$ cat src/rtl/mips_pkg.sv
// Shared opcode constants and write classification for the writeback stage.
package mips_pkg;

  localparam logic [5:0] OP_WR0  = 6'b101000;
  localparam logic [5:0] OP_LOAD = 6'b110010;
  localparam logic [5:0] OP_WR2  = 6'b111011;

  localparam logic [4:0] REG_ZERO = 5'd0;

  // True for every opcode that produces a register-file write.
  function automatic logic writes_reg(input logic [5:0] op);
    return (op == OP_WR0) || (op == OP_LOAD) || (op == OP_WR2);
  endfunction

endpackage

$ cat src/rtl/wb_bypass.sv
// Bypass selector for one decode read port: the write in flight beats the
// one-entry history, and r0 never hits.
module wb_bypass
  import mips_pkg::*;
#(
  parameter int DATA_W = 32,
  parameter int REG_AW = 5
) (
  input  logic              i_fire,
  input  logic [REG_AW-1:0] i_wr_num,
  input  logic [DATA_W-1:0] i_wr_data,
  input  logic              i_hist_valid,
  input  logic [REG_AW-1:0] i_hist_reg,
  input  logic [DATA_W-1:0] i_hist_data,
  input  logic [REG_AW-1:0] i_rd_num,
  output logic              o_hit,
  output logic [DATA_W-1:0] o_data
);

  // Priority select: current write, then history, else no hit.
  always_comb begin
    // NOTE: defaults first so every path assigns both outputs; no latch.
    o_hit  = 1'b0;
    o_data = '0;
    if (i_rd_num != REG_AW'(REG_ZERO)) begin
      if (i_fire && (i_wr_num == i_rd_num)) begin
        o_hit  = 1'b1;
        o_data = i_wr_data;
      end else if (i_hist_valid && (i_hist_reg == i_rd_num)) begin
        o_hit  = 1'b1;
        o_data = i_hist_data;
      end
    end
  end

endmodule

$ cat src/rtl/mem_wb_writeback.sv
// MEM/WB pipeline register and register-file write driver. Issues one write
// per instruction even across stalls, keeps a one-entry write history for
// decode bypass, and counts retired instructions.
module mem_wb_writeback
  import mips_pkg::*;
#(
  parameter int DATA_W = 32,
  parameter int REG_AW = 5,
  parameter int CNT_W  = 32
) (
  input  logic              clk,
  input  logic              reset,
  input  logic              stall,
  input  logic              flush,
  input  logic              in_valid,
  input  logic [31:0]       in_instruction,
  input  logic [REG_AW-1:0] in_dest_reg,
  input  logic [DATA_W-1:0] in_alu_result,
  input  logic [DATA_W-1:0] in_mem_data,
  input  logic [REG_AW-1:0] rd_num_a,
  input  logic [REG_AW-1:0] rd_num_b,
  output logic              RegWrite,
  output logic [REG_AW-1:0] Write_Reg_Num,
  output logic [DATA_W-1:0] Write_Data,
  output logic              fwd_hit_a,
  output logic [DATA_W-1:0] fwd_data_a,
  output logic              fwd_hit_b,
  output logic [DATA_W-1:0] fwd_data_b,
  output logic [CNT_W-1:0]  retired
);

  // Stage registers
  logic              r_valid;
  logic              r_done;
  logic [5:0]        r_op;
  logic [REG_AW-1:0] r_dest;
  logic [DATA_W-1:0] r_alu;
  logic [DATA_W-1:0] r_mem;

  // Write history and retire counter
  logic              r_hist_valid;
  logic [REG_AW-1:0] r_hist_reg;
  logic [DATA_W-1:0] r_hist_data;
  logic [CNT_W-1:0]  r_retired;

  logic              w_retire;
  logic              w_fire;
  logic              w_is_load;
  logic [DATA_W-1:0] w_wr_data;
  logic              w_unused_instr;

  // Only the opcode field travels past MEM.
  assign w_unused_instr = ^in_instruction[25:0];

  // An instruction retires (and possibly writes) only in its first WB cycle.
  assign w_retire  = r_valid & ~r_done;
  assign w_fire    = w_retire & writes_reg(r_op) & (r_dest != REG_AW'(REG_ZERO));
  assign w_is_load = (r_op == OP_LOAD);
  assign w_wr_data = w_is_load ? r_mem : r_alu;

  assign RegWrite      = w_fire;
  assign Write_Reg_Num = r_dest;
  assign Write_Data    = w_wr_data;
  assign retired       = r_retired;

  // Stage update with priority reset > flush > stall > capture.
  always_ff @(posedge clk) begin
    // NOTE: non-blocking assignments so every register samples pre-edge values.
    if (reset) begin
      r_valid <= 1'b0;
      r_done  <= 1'b0;
      r_op    <= '0;
      r_dest  <= '0;
      r_alu   <= '0;
      r_mem   <= '0;
    end else if (flush) begin
      r_valid <= 1'b0;
      r_done  <= 1'b0;
    end else if (stall) begin
      r_done  <= r_done | w_retire;
    end else begin
      r_valid <= in_valid;
      r_done  <= 1'b0;
      r_op    <= in_instruction[31:26];
      r_dest  <= in_dest_reg;
      r_alu   <= in_alu_result;
      r_mem   <= in_mem_data;
    end
  end

  // History remembers the most recent issued write; only reset clears it.
  always_ff @(posedge clk) begin
    if (reset) begin
      r_hist_valid <= 1'b0;
      r_hist_reg   <= '0;
      r_hist_data  <= '0;
    end else if (w_fire) begin
      r_hist_valid <= 1'b1;
      r_hist_reg   <= r_dest;
      r_hist_data  <= w_wr_data;
    end
  end

  // Saturating count of retired instructions.
  always_ff @(posedge clk) begin
    if (reset) begin
      r_retired <= '0;
    end else if (w_retire && (r_retired != {CNT_W{1'b1}})) begin
      r_retired <= r_retired + CNT_W'(1);
    end
  end

  wb_bypass #(.DATA_W(DATA_W), .REG_AW(REG_AW)) u_bypass_a (
    .i_fire       (w_fire),
    .i_wr_num     (r_dest),
    .i_wr_data    (w_wr_data),
    .i_hist_valid (r_hist_valid),
    .i_hist_reg   (r_hist_reg),
    .i_hist_data  (r_hist_data),
    .i_rd_num     (rd_num_a),
    .o_hit        (fwd_hit_a),
    .o_data       (fwd_data_a)
  );

  wb_bypass #(.DATA_W(DATA_W), .REG_AW(REG_AW)) u_bypass_b (
    .i_fire       (w_fire),
    .i_wr_num     (r_dest),
    .i_wr_data    (w_wr_data),
    .i_hist_valid (r_hist_valid),
    .i_hist_reg   (r_hist_reg),
    .i_hist_data  (r_hist_data),
    .i_rd_num     (rd_num_b),
    .o_hit        (fwd_hit_b),
    .o_data       (fwd_data_b)
  );

endmodule

$ cat config.mk
export PLATFORM = sky130hd
export DESIGN_NAME = mem_wb_writeback
export DESIGN_NICKNAME = d
export VERILOG_FILES = /design/src/rtl/mips_pkg.sv /design/src/rtl/wb_bypass.sv /design/src/rtl/mem_wb_writeback.sv
export SDC_FILE = /design/constraint.sdc
export NUM_CORES = 1
export LEC_CHECK = 0
export CAP_MARGIN = 0
export CORE_MARGIN = 5
export CORE_UTILIZATION = 50
export CTS_CLUSTER_SIZE = 30
export DETAILED_ROUTE_END_ITERATION = 12
export PLACE_DENSITY = 0.87
export SETUP_SLACK_MARGIN = 0.1
export SLEW_MARGIN = 40
export SYNTH_ARGS = -nofsm -noshare
export SYNTH_HDL_FRONTEND = slang
export SYNTH_SLANG_ARGS = --single-unit
$ cat constraint.sdc
create_clock -name clk -period 7.4 [get_ports clk]
set_input_delay 1.48 -clock clk [delete_from_list [all_inputs] [get_ports clk]]
set_output_delay 1.48 -clock clk [all_outputs]
set_load 0.005 [all_outputs]
==> results.txt <==
- Worst-skew pair later-pin latency: 0.42 ns
* Required time of the worst setup path: 5.92 ns
- Number of nets in the layout: 1272
* Cell taking the most area after synthesis: sky130_fd_sc_hd__dfxtp_1
- DRC violations left: 0
- Via total after detailed routing: 7667
* Worst endpoint data arrival time: 4.49 ns
* Average via count per standard cell: 5.671
- The Yosys step of the flow raised 0 warnings.
- Clock skew on the completed layout was measured at 0.009815 ns.
* Tmin final: 5.971 ns
* Wire length of the first global-routing pass: 37760 um
* Setup slack of the critical path after layout: 1.429 ns
- Crit share post-route: 0.8068
- For this run, the leading register cell type out of synthesis is sky130_fd_sc_hd__dfxtp_1.
- Cell count after synthesis: 977
- Core region area: 14480 um2
- The worst setup path is launched from a primary input.
- Of the synthesized area, sequential elements account for 0.4005.
- Placed cell areas: 9642 um2
- Async set-reset flop share out of synthesis: 0
* Filler Cell Count: 1160
* CTS clk-pin slew, worst paths: 0.06 ns
* Number of detailed-routing iterations run before antenna repair: 5
- Std cell rows: 44
* Largest driver fanout on the critical path: 17
- Achievable clock frequency: 0.1675 GHz
- For this design the static power due to leakage is 3.633 nW.
* Routed WL per cell: 17.16 um
* H-tree depth reported by CTS: 4
* Final weighted congestion of routability-driven global placement: 0.8615
- For this configuration, the core starts out at a cell density of 0.5075.
- Dividing the synthesized area by the synthesized cell count gives 7.521 um2.
- Maximum number of pins on one net before global-route repair: 81
* Worst Max-Slew Pin Slew: 0.7950 ns
- Die Span Y: 131.2 um
- The multi-input combinational cells in the finished layout cover a total of 4093 um2.
* Number of flops mapped to enable cells by yosys: 0
* Number of buffers between clock root and the deepest sink: 2
* Routed wire length: 23200 um
- Antenna-violating nets left: 0
* Fraction of final layout cells with drive strength greater than 1: 0.07712
- Area enclosed by the die boundary: 17220 um2
- The first routing iteration left 668 violations.
- Final number of max-transition violations: 0
* Total gr overflow: 0
* Number of buffers created by CTS: 17
* Setup-failing EPs final: 0
- VDD sags by at most 152.1 uV.
* Most area-consuming cells after synthesis: sky130_fd_sc_hd__dfxtp_1 (40%), sky130_fd_sc_hd__nand2_1 (10%), sky130_fd_sc_hd__a21oi_1 (8.6%), sky130_fd_sc_hd__nand3_1 (7.7%), sky130_fd_sc_hd__mux2i_1 (4.8%)
* Total of buffers placed on input and output ports: 225
- Worst slack, placed: 1.524 ns
* CTS Sinks: 147
- Setup repair after global routing left no endpoint under its margin.
* Path class of the lowest-slack min-delay path: flip-flop to flip-flop
- After routing the design area is 10250 um2.
- Most common library cell in the layout ignoring fill and taps: sky130_fd_sc_hd__clkdlybuf4s50_1
* Result of the run: finished, final reports clean
* Final Hold Violating Endpoints: 0
- The HPWL after detailed placement is 15180 um.
- The top cell types in the final layout, fill and taps aside, are sky130_fd_sc_hd__clkdlybuf4s50_1 (224), sky130_fd_sc_hd__nand2_1 (198), sky130_fd_sc_hd__dfxtp_1 (147).
* Setup Fix Bufs, Post-CTS: 0
- Flip-flop and latch area: 2943 um2
* Worst setup path class: primary input to primary output
- Number of hold buffers added after cts: 0
- For this run, the total global-route usage over all layers was measured as 0.2602.
- The worst setup path is captured at a primary output.
- After routing, the total negative slack on setup checks comes to 0 ns.
* Net count after synthesis: 1094
- The number of antenna violations at the first check in global routing is 1.
* Summed instance area of the synthesized netlist: 7348 um2
* Via count of the first global-routing pass: 7256
* TritonCTS clock tree: built
- After clock tree synthesis, the repair step resized 0 gates.
* Flops & latches, synth: 147
- During I/O placement, the number of pins put on the boundary was 252.
* Final core area utilization: 0.7082
* Area share of the largest cell type after synthesis: 0.4005
- Power Density: 177.1 nW/um2
- Max-cap violations in this run came to 0.
* Relative area change from synthesis to final layout: 39.54%
* Die Width: 131.2 um
* Max transition margin: 0.4700
* Distinct cells, synth: 51
* Library cell used as clock root buffer: sky130_fd_sc_hd__clkbuf_16
==> final timing paths <==
check / depth (start not counted) / from / slack (ns) / endpoint
setup / recovery: 8 / rd_num_a[4] / 1.43 / fwd_data_a[28]
hold / removal: 2 / r_alu[30] / 0.45 / r_alu[30]
setup reg to reg: 6 / r_valid / 4.77 / r_hist_data[25]
hold reg to reg: 2 / r_alu[30] / 0.45 / r_alu[30]
==> critical path, cell delays in order <==
cell and delay [ns]:
sky130_fd_sc_hd__clkdlybuf4s50_1 0.49, sky130_fd_sc_hd__xor2_1 0.18, sky130_fd_sc_hd__nor4_1 0.32, sky130_fd_sc_hd__and3_1 0.72, sky130_fd_sc_hd__buf_4 0.37, sky130_fd_sc_hd__nand3_1 0.14, sky130_fd_sc_hd__a21oi_1 0.22, sky130_fd_sc_hd__clkdlybuf4s50_1 0.57
==> synthesized netlist by cell type (2+ instances only) <==
cell                       instances
sky130_fd_sc_hd__and3_1            5
sky130_fd_sc_hd__a211oi_1         16
sky130_fd_sc_hd__buf_1             5
sky130_fd_sc_hd__nor2b_1           8
sky130_fd_sc_hd__o21ai_0          47
sky130_fd_sc_hd__or4_4             2
sky130_fd_sc_hd__nor2_1           63
sky130_fd_sc_hd__nor3_1            3
sky130_fd_sc_hd__buf_2             8
sky130_fd_sc_hd__xnor2_1          14
sky130_fd_sc_hd__xor2_1           15
sky130_fd_sc_hd__a31o_2            2
sky130_fd_sc_hd__nand2b_1          3
sky130_fd_sc_hd__and2_1            2
sky130_fd_sc_hd__dfxtp_1         147
sky130_fd_sc_hd__a21oi_1         127
sky130_fd_sc_hd__nand4_1          12
sky130_fd_sc_hd__or3_1             9
sky130_fd_sc_hd__or2_2             2
sky130_fd_sc_hd__nand3_1         113
sky130_fd_sc_hd__and4_1            2
sky130_fd_sc_hd__or4_1             2
sky130_fd_sc_hd__clkbuf_1         65
sky130_fd_sc_hd__nor4_1            7
sky130_fd_sc_hd__inv_1            14
sky130_fd_sc_hd__nand2_1         199
sky130_fd_sc_hd__mux2i_1          35
sky130_fd_sc_hd__mux2_2           27
==> routing by layer <==
metal,track usage,share of wire
met3,0.06498,0.077
met1,0.3331,0.42
met5,0,0
met2,0.4241,0.47
met4,0.09758,0.028
==> power breakdown <==
part	leakage [nW]	internal, mW	switching [mW]
registers	1.19	0.811	0.0128
logic	2.17	0.0833	0.0743
clock network	0.266	0.501	0.333
==> through the flow <==
stage	instances	hold slack [ns]	power, mW
after global placement	1319	0.4381	0.9918
after floorplan	977	0.4329	0.9066
after CTS	1350	0.4537	1.823
after detailed placement	1319	0.4450	0.9955
final	1352	0.4500	1.815
after global routing	1352	0.4732	1.878
==> logic make-up (layout without fill, tap and decap cells) <==
group,Yosys count,after routing,synth area share
other cells,0,1,0
simple gates,445,445,0.2791
flops,147,147,0.4005
compound gates,201,201,0.1468
xor+xnor,29,29,0.03457
fa+ha+maj,1,1,0.001702
buf+inv,92,282,0.04836
mux,62,62,0.08905
==> layout make-up <==
type	count	area share
antenna	1	0.0002441
clock buffer	18	0.04283
clock inverter	13	0.01342
inverter	14	0.005125
multi-input combinational	738	0.3991
sequential	147	0.2870
tap	184	0.02245
timing repair buffer	237	0.2298
Note: power is estimated with default switching activity, not from simulation.
==> edit 1 (same flow settings) <==
Make the reset (`reset`) asynchronous in 3 clocked blocks.
--- a/src/rtl/mem_wb_writeback.sv
+++ b/src/rtl/mem_wb_writeback.sv
@@ -64,7 +64,7 @@
   assign retired       = r_retired;
 
   // Stage update with priority reset > flush > stall > capture.
-  always_ff @(posedge clk) begin
+  always_ff @(posedge clk or posedge reset) begin
     // NOTE: non-blocking assignments so every register samples pre-edge values.
     if (reset) begin
       r_valid <= 1'b0;
@@ -89,7 +89,7 @@
   end
 
   // History remembers the most recent issued write; only reset clears it.
-  always_ff @(posedge clk) begin
+  always_ff @(posedge clk or posedge reset) begin
     if (reset) begin
       r_hist_valid <= 1'b0;
       r_hist_reg   <= '0;
@@ -102,7 +102,7 @@
   end
 
   // Saturating count of retired instructions.
-  always_ff @(posedge clk) begin
+  always_ff @(posedge clk or posedge reset) begin
     if (reset) begin
       r_retired <= '0;
     end else if (w_retire && (r_retired != {CNT_W{1'b1}})) begin
Formal check against the unedited RTL: differs if reset is asserted again (counterexample within 4 cycles, from zero or initial values and one cycle with reset high); with reset held inactive, the same outputs for 4 cycles.
==> edit 1 against the unedited design <==
- setup slack improved by 0.16 ns
- critical path type unchanged
- count of clock-buffer cells in the layout unchanged
- design area increased by 6.5%
- routed wire length decreased by 1.6%
- sequential cell count unchanged
- area after synthesis increased by 6.3%
- utilization increased by 0.72 points
Power is not compared: it rests on default switching activity, and its combinational part moved more than twofold at a synthesized area within 25%.
==> edit 1: results (changes against the unedited design) <==
* Initial antenna violation count at 0 (-1)
* Iteration-0 DRC count of the detailed router at 536 (-20%)
* R2R depth at 5 (-1)
* Dpl hpwl at 15360 µm (+1.2%)
* Worst slack at placement at 1.631 ns (+0.1067 ns)
* Layout cells sized above 1 at 21.75% (+14 points)
* Critical path's slowest cell: or4_1
* Synth Area in Compound Gates at 10.03% (-4.6 points)
* Hold_ws at 0.5042 ns (+0.05425 ns)
* Grt met1 use at 32.56% (-0.75 points)
* Synth cell types at 40 (-22%)
* Asr flop ratio synth at 100.0% (+100 points)
* Cells after DPL at 1117 (-15%)
* Sequential area share after synthesis at 47.11% (+7.1 points)
* First-pass GRT wire length at 35960 µm (-4.8%)
* Sink of the worst hold path: r_mem[3]$_DFFE_PP0P_
* Register-to-register setup slack at 4.54 ns (-0.23 ns)
* Status: complete, no violations
* GRT Total Usage at 24.88% (-1.1 points)
* Hold path cells at 1 (-1)
* Met3 Resource Use GR at 8.159% (+1.7 points)
* Reg-to-reg endpoint: retired[1]$_DFFE_PP0P_
* Area share of fa/ha/maj cells after synthesis at 0.1602% (-0.010 points)
* Hold_sp: r_mem[3]$_DFFE_PP0P_
* Largest net degree at the start of global routing at 111 (+37%)
* CP Data Arrival Time at 4.33 ns (-0.16 ns)
-- edit 1: layout make-up --
cell class	count	area, µm²
clock buffers	18	439.2
clock inverters	14	200.2
fillers	1113	4343
inverters	38	147.6
multi-input cells	482	3814
flip-flops and latches	147	3679
well taps	211	264.0
repair buffers	239	2372
-- edit 1: worst max-delay path, delay by kind of cell --
kind                   cells  cell delay, ns
AOI/OAI and AO/OA          1            0.24
and+or+nand+nor            3            1.21
buffers and inverters      3            1.38
-- edit 1: worst max-delay path by stage --
stage | start | slack [ns] | depth (start not counted) | endpoint
finish | rd_num_b[1] | 1.59 | 7 | fwd_data_b[1]
CTS | rd_num_b[1] | 1.61 | 7 | fwd_data_b[1]
floorplan | reset | 1.97 | 1 | Write_Reg_Num[0]$_DFFE_PP0P_
global route | rd_num_b[1] | 1.54 | 7 | fwd_data_b[17]
global placement | rd_num_b[1] | 1.62 | 7 | fwd_data_b[1]
detailed placement | rd_num_b[1] | 1.63 | 7 | fwd_data_b[1]
==> edit 2 (same settings) <==
Made on the original files. The package constant `REG_ZERO` goes from 5'd0 to 5'd1.
--- a/src/rtl/mips_pkg.sv
+++ b/src/rtl/mips_pkg.sv
@@ -5,7 +5,7 @@
   localparam logic [5:0] OP_LOAD = 6'b110010;
   localparam logic [5:0] OP_WR2  = 6'b111011;
 
-  localparam logic [4:0] REG_ZERO = 5'd0;
+  localparam logic [4:0] REG_ZERO = 5'd1;
 
   // True for every opcode that produces a register-file write.
   function automatic logic writes_reg(input logic [5:0] op);
Behaviour: not the same (Yosys sat finds a counterexample within 4 cycles, from zero or initial values and one cycle with reset high).
==> edit 2 against the unedited design <==
- die area grew 2.2%
- design area rose by 1.8%
- clock skew increased by 0.00082 ns
- area after synthesis grew 2.4%
- routed wire length rose by 7.1%
- sequential cell count stayed put
- clock power rose by 2%
- setup slack improved by 0.50 ns
- total power up 1.2%
- largest power group unchanged
- highest routed layer is now met5
==> edit 2: results (changes against the unedited design) <==
* Status: complete, no violations
* Worst slack at placement at 2.000 ns (+0.4758 ns)
* Sw Share at 23.08% (-0.056 points)
* Area contributors post-synth: dfxtp_1, nand2_1, a21oi_1, nand3_1, o21ai_0
* P_leak at 3.520 nW (-3.1%)
* # diodes at 0 (-1)
* Post-place instance area at 9857 µm² (+2.2%)
* Fillers at 1174 (+1.2%)
* Register-to-register setup slack at 4.78 ns (about the same)
* Area share of fa/ha/maj cells after synthesis at 0.1662% (-0.0040 points)
* Largest net degree at the start of global routing at 96 (+19%)
* Iteration-0 DRC count of the detailed router at 686 (+2.7%)
* Synth Net Count at 1115 (+1.9%)
* Pint at 1.414 mW (+1.3%)
* Clk. pwr at 0.853 mW (+2%)
* Number of global-route vias before repair at 7717 (+6.4%)
* Synth Area in XOR/XNOR at 4.072% (+0.62 points)
* GP Congestion at 0.9122 (+5.9%)
* Most frequent cells after synthesis: nand2_1, dfxtp_1, a21oi_1
* Cells after DPL at 1336 (+1.3%)
* Synth cell types at 53 (+3.9%)
* Slew @ Worst Pin at 0.8081 ns (+0.01311 ns)
* CP Data Arrival Time at 3.99 ns (-0.50 ns)
* Worst Skew at 0.01063 ns (+0.0008160 ns)
* Cell count after synthesis at 998 (+2.1%)
* R2R depth at 7 (+1)
* Synth warn at 0 (unchanged)
* Reg-to-reg endpoint: r_hist_data[24]$_SDFFE_PP0P_
* Reg-to-Reg Start: Write_Reg_Num[0]$_SDFFE_PP0P_
* Sink of the worst hold path: r_mem[26]$_SDFFE_PP0P_
* Dpl hpwl at 15960 µm (+5.1%)
* Hold_sp: r_mem[26]$_SDFFE_PP0P_
* Sequential area share after synthesis at 39.10% (-0.95 points)
* Finished Layout Cells at 1367 (+1.1%)
* Hold_ws at 0.4507 ns (+0.0007160 ns)
* Final WL at 24840 µm (+7.1%)
* Layout cells sized above 1 at 8.960% (+1.2 points)
* Max incr delay on CP at 0.58 ns (-0.14 ns)
* CP max FO at 33 (+16)
* Critical path's slowest cell: clkdlybuf4s50_1
edit 2: changes by cell type after synthesis, moves of 6 or more:
cell      change
a21oi_1      +11
mux2i_1      -33
inv_1         -9
nand3b_1     +18
a211oi_1     -11
nand2_1      +16
xnor2_1      +11
o21ai_0      +41
mux2_2       +10
buf_1         +6
nor2_1       -30
edit 2: cell type report:
class / count / area [µm²] / share of cell area [%]
multi-input cells: 762 / 4294 / 41.15
flip-flops and latches: 147 / 2943 / 28.20
repair buffers: 238 / 2371 / 22.72
clock buffers: 22 / 474.2 / 4.544
well taps: 184 / 230.2 / 2.206
clock inverters: 9 / 105.1 / 1.007
inverters: 5 / 18.77 / 0.1798
edit 2: worst max-delay path by stage:
stage | cells after the start | start | endpoint | slack (ns)
final | 8 | rd_num_a[1] | fwd_data_a[23] | 1.93
after global routing | 8 | rd_num_a[4] | fwd_data_a[23] | 1.77
after CTS | 8 | rd_num_b[0] | fwd_data_b[28] | 1.97
after detailed placement | 8 | rd_num_b[0] | fwd_data_b[28] | 2.00
after global placement | 6 | rd_num_b[1] | fwd_data_b[30] | 1.94
after floorplan | 7 | rd_num_b[1] | fwd_data_b[22] | 3.17
edit 2: per-layer routing:
metal  wire, µm  share of wire (%)  up-vias  GRT usage [%]
met5         13              0.052        -              0
met4       1221                4.9        2          15.36
met3       1807                7.3       85          7.631
met2      11480                 46      342          44.36
met1      10310                 42     3824          32.55
li1           -                  -     3822              -
edit 2: tightest hold or removal path: stages, from the launching register on:
cell and delay [ns]:
dfxtp_1 0.30, nand2_1 0.05, a21oi_1 0.05
edit 2: logic make-up after synthesis:
family                     after synthesis
AOI/OAI and AO/OA                      251
xor gates and xnor gates                35
adders and majority gates                1
buffers and inverters                   89
DFF                                    147
muxes                                   39
and+or+nand+nor                        436
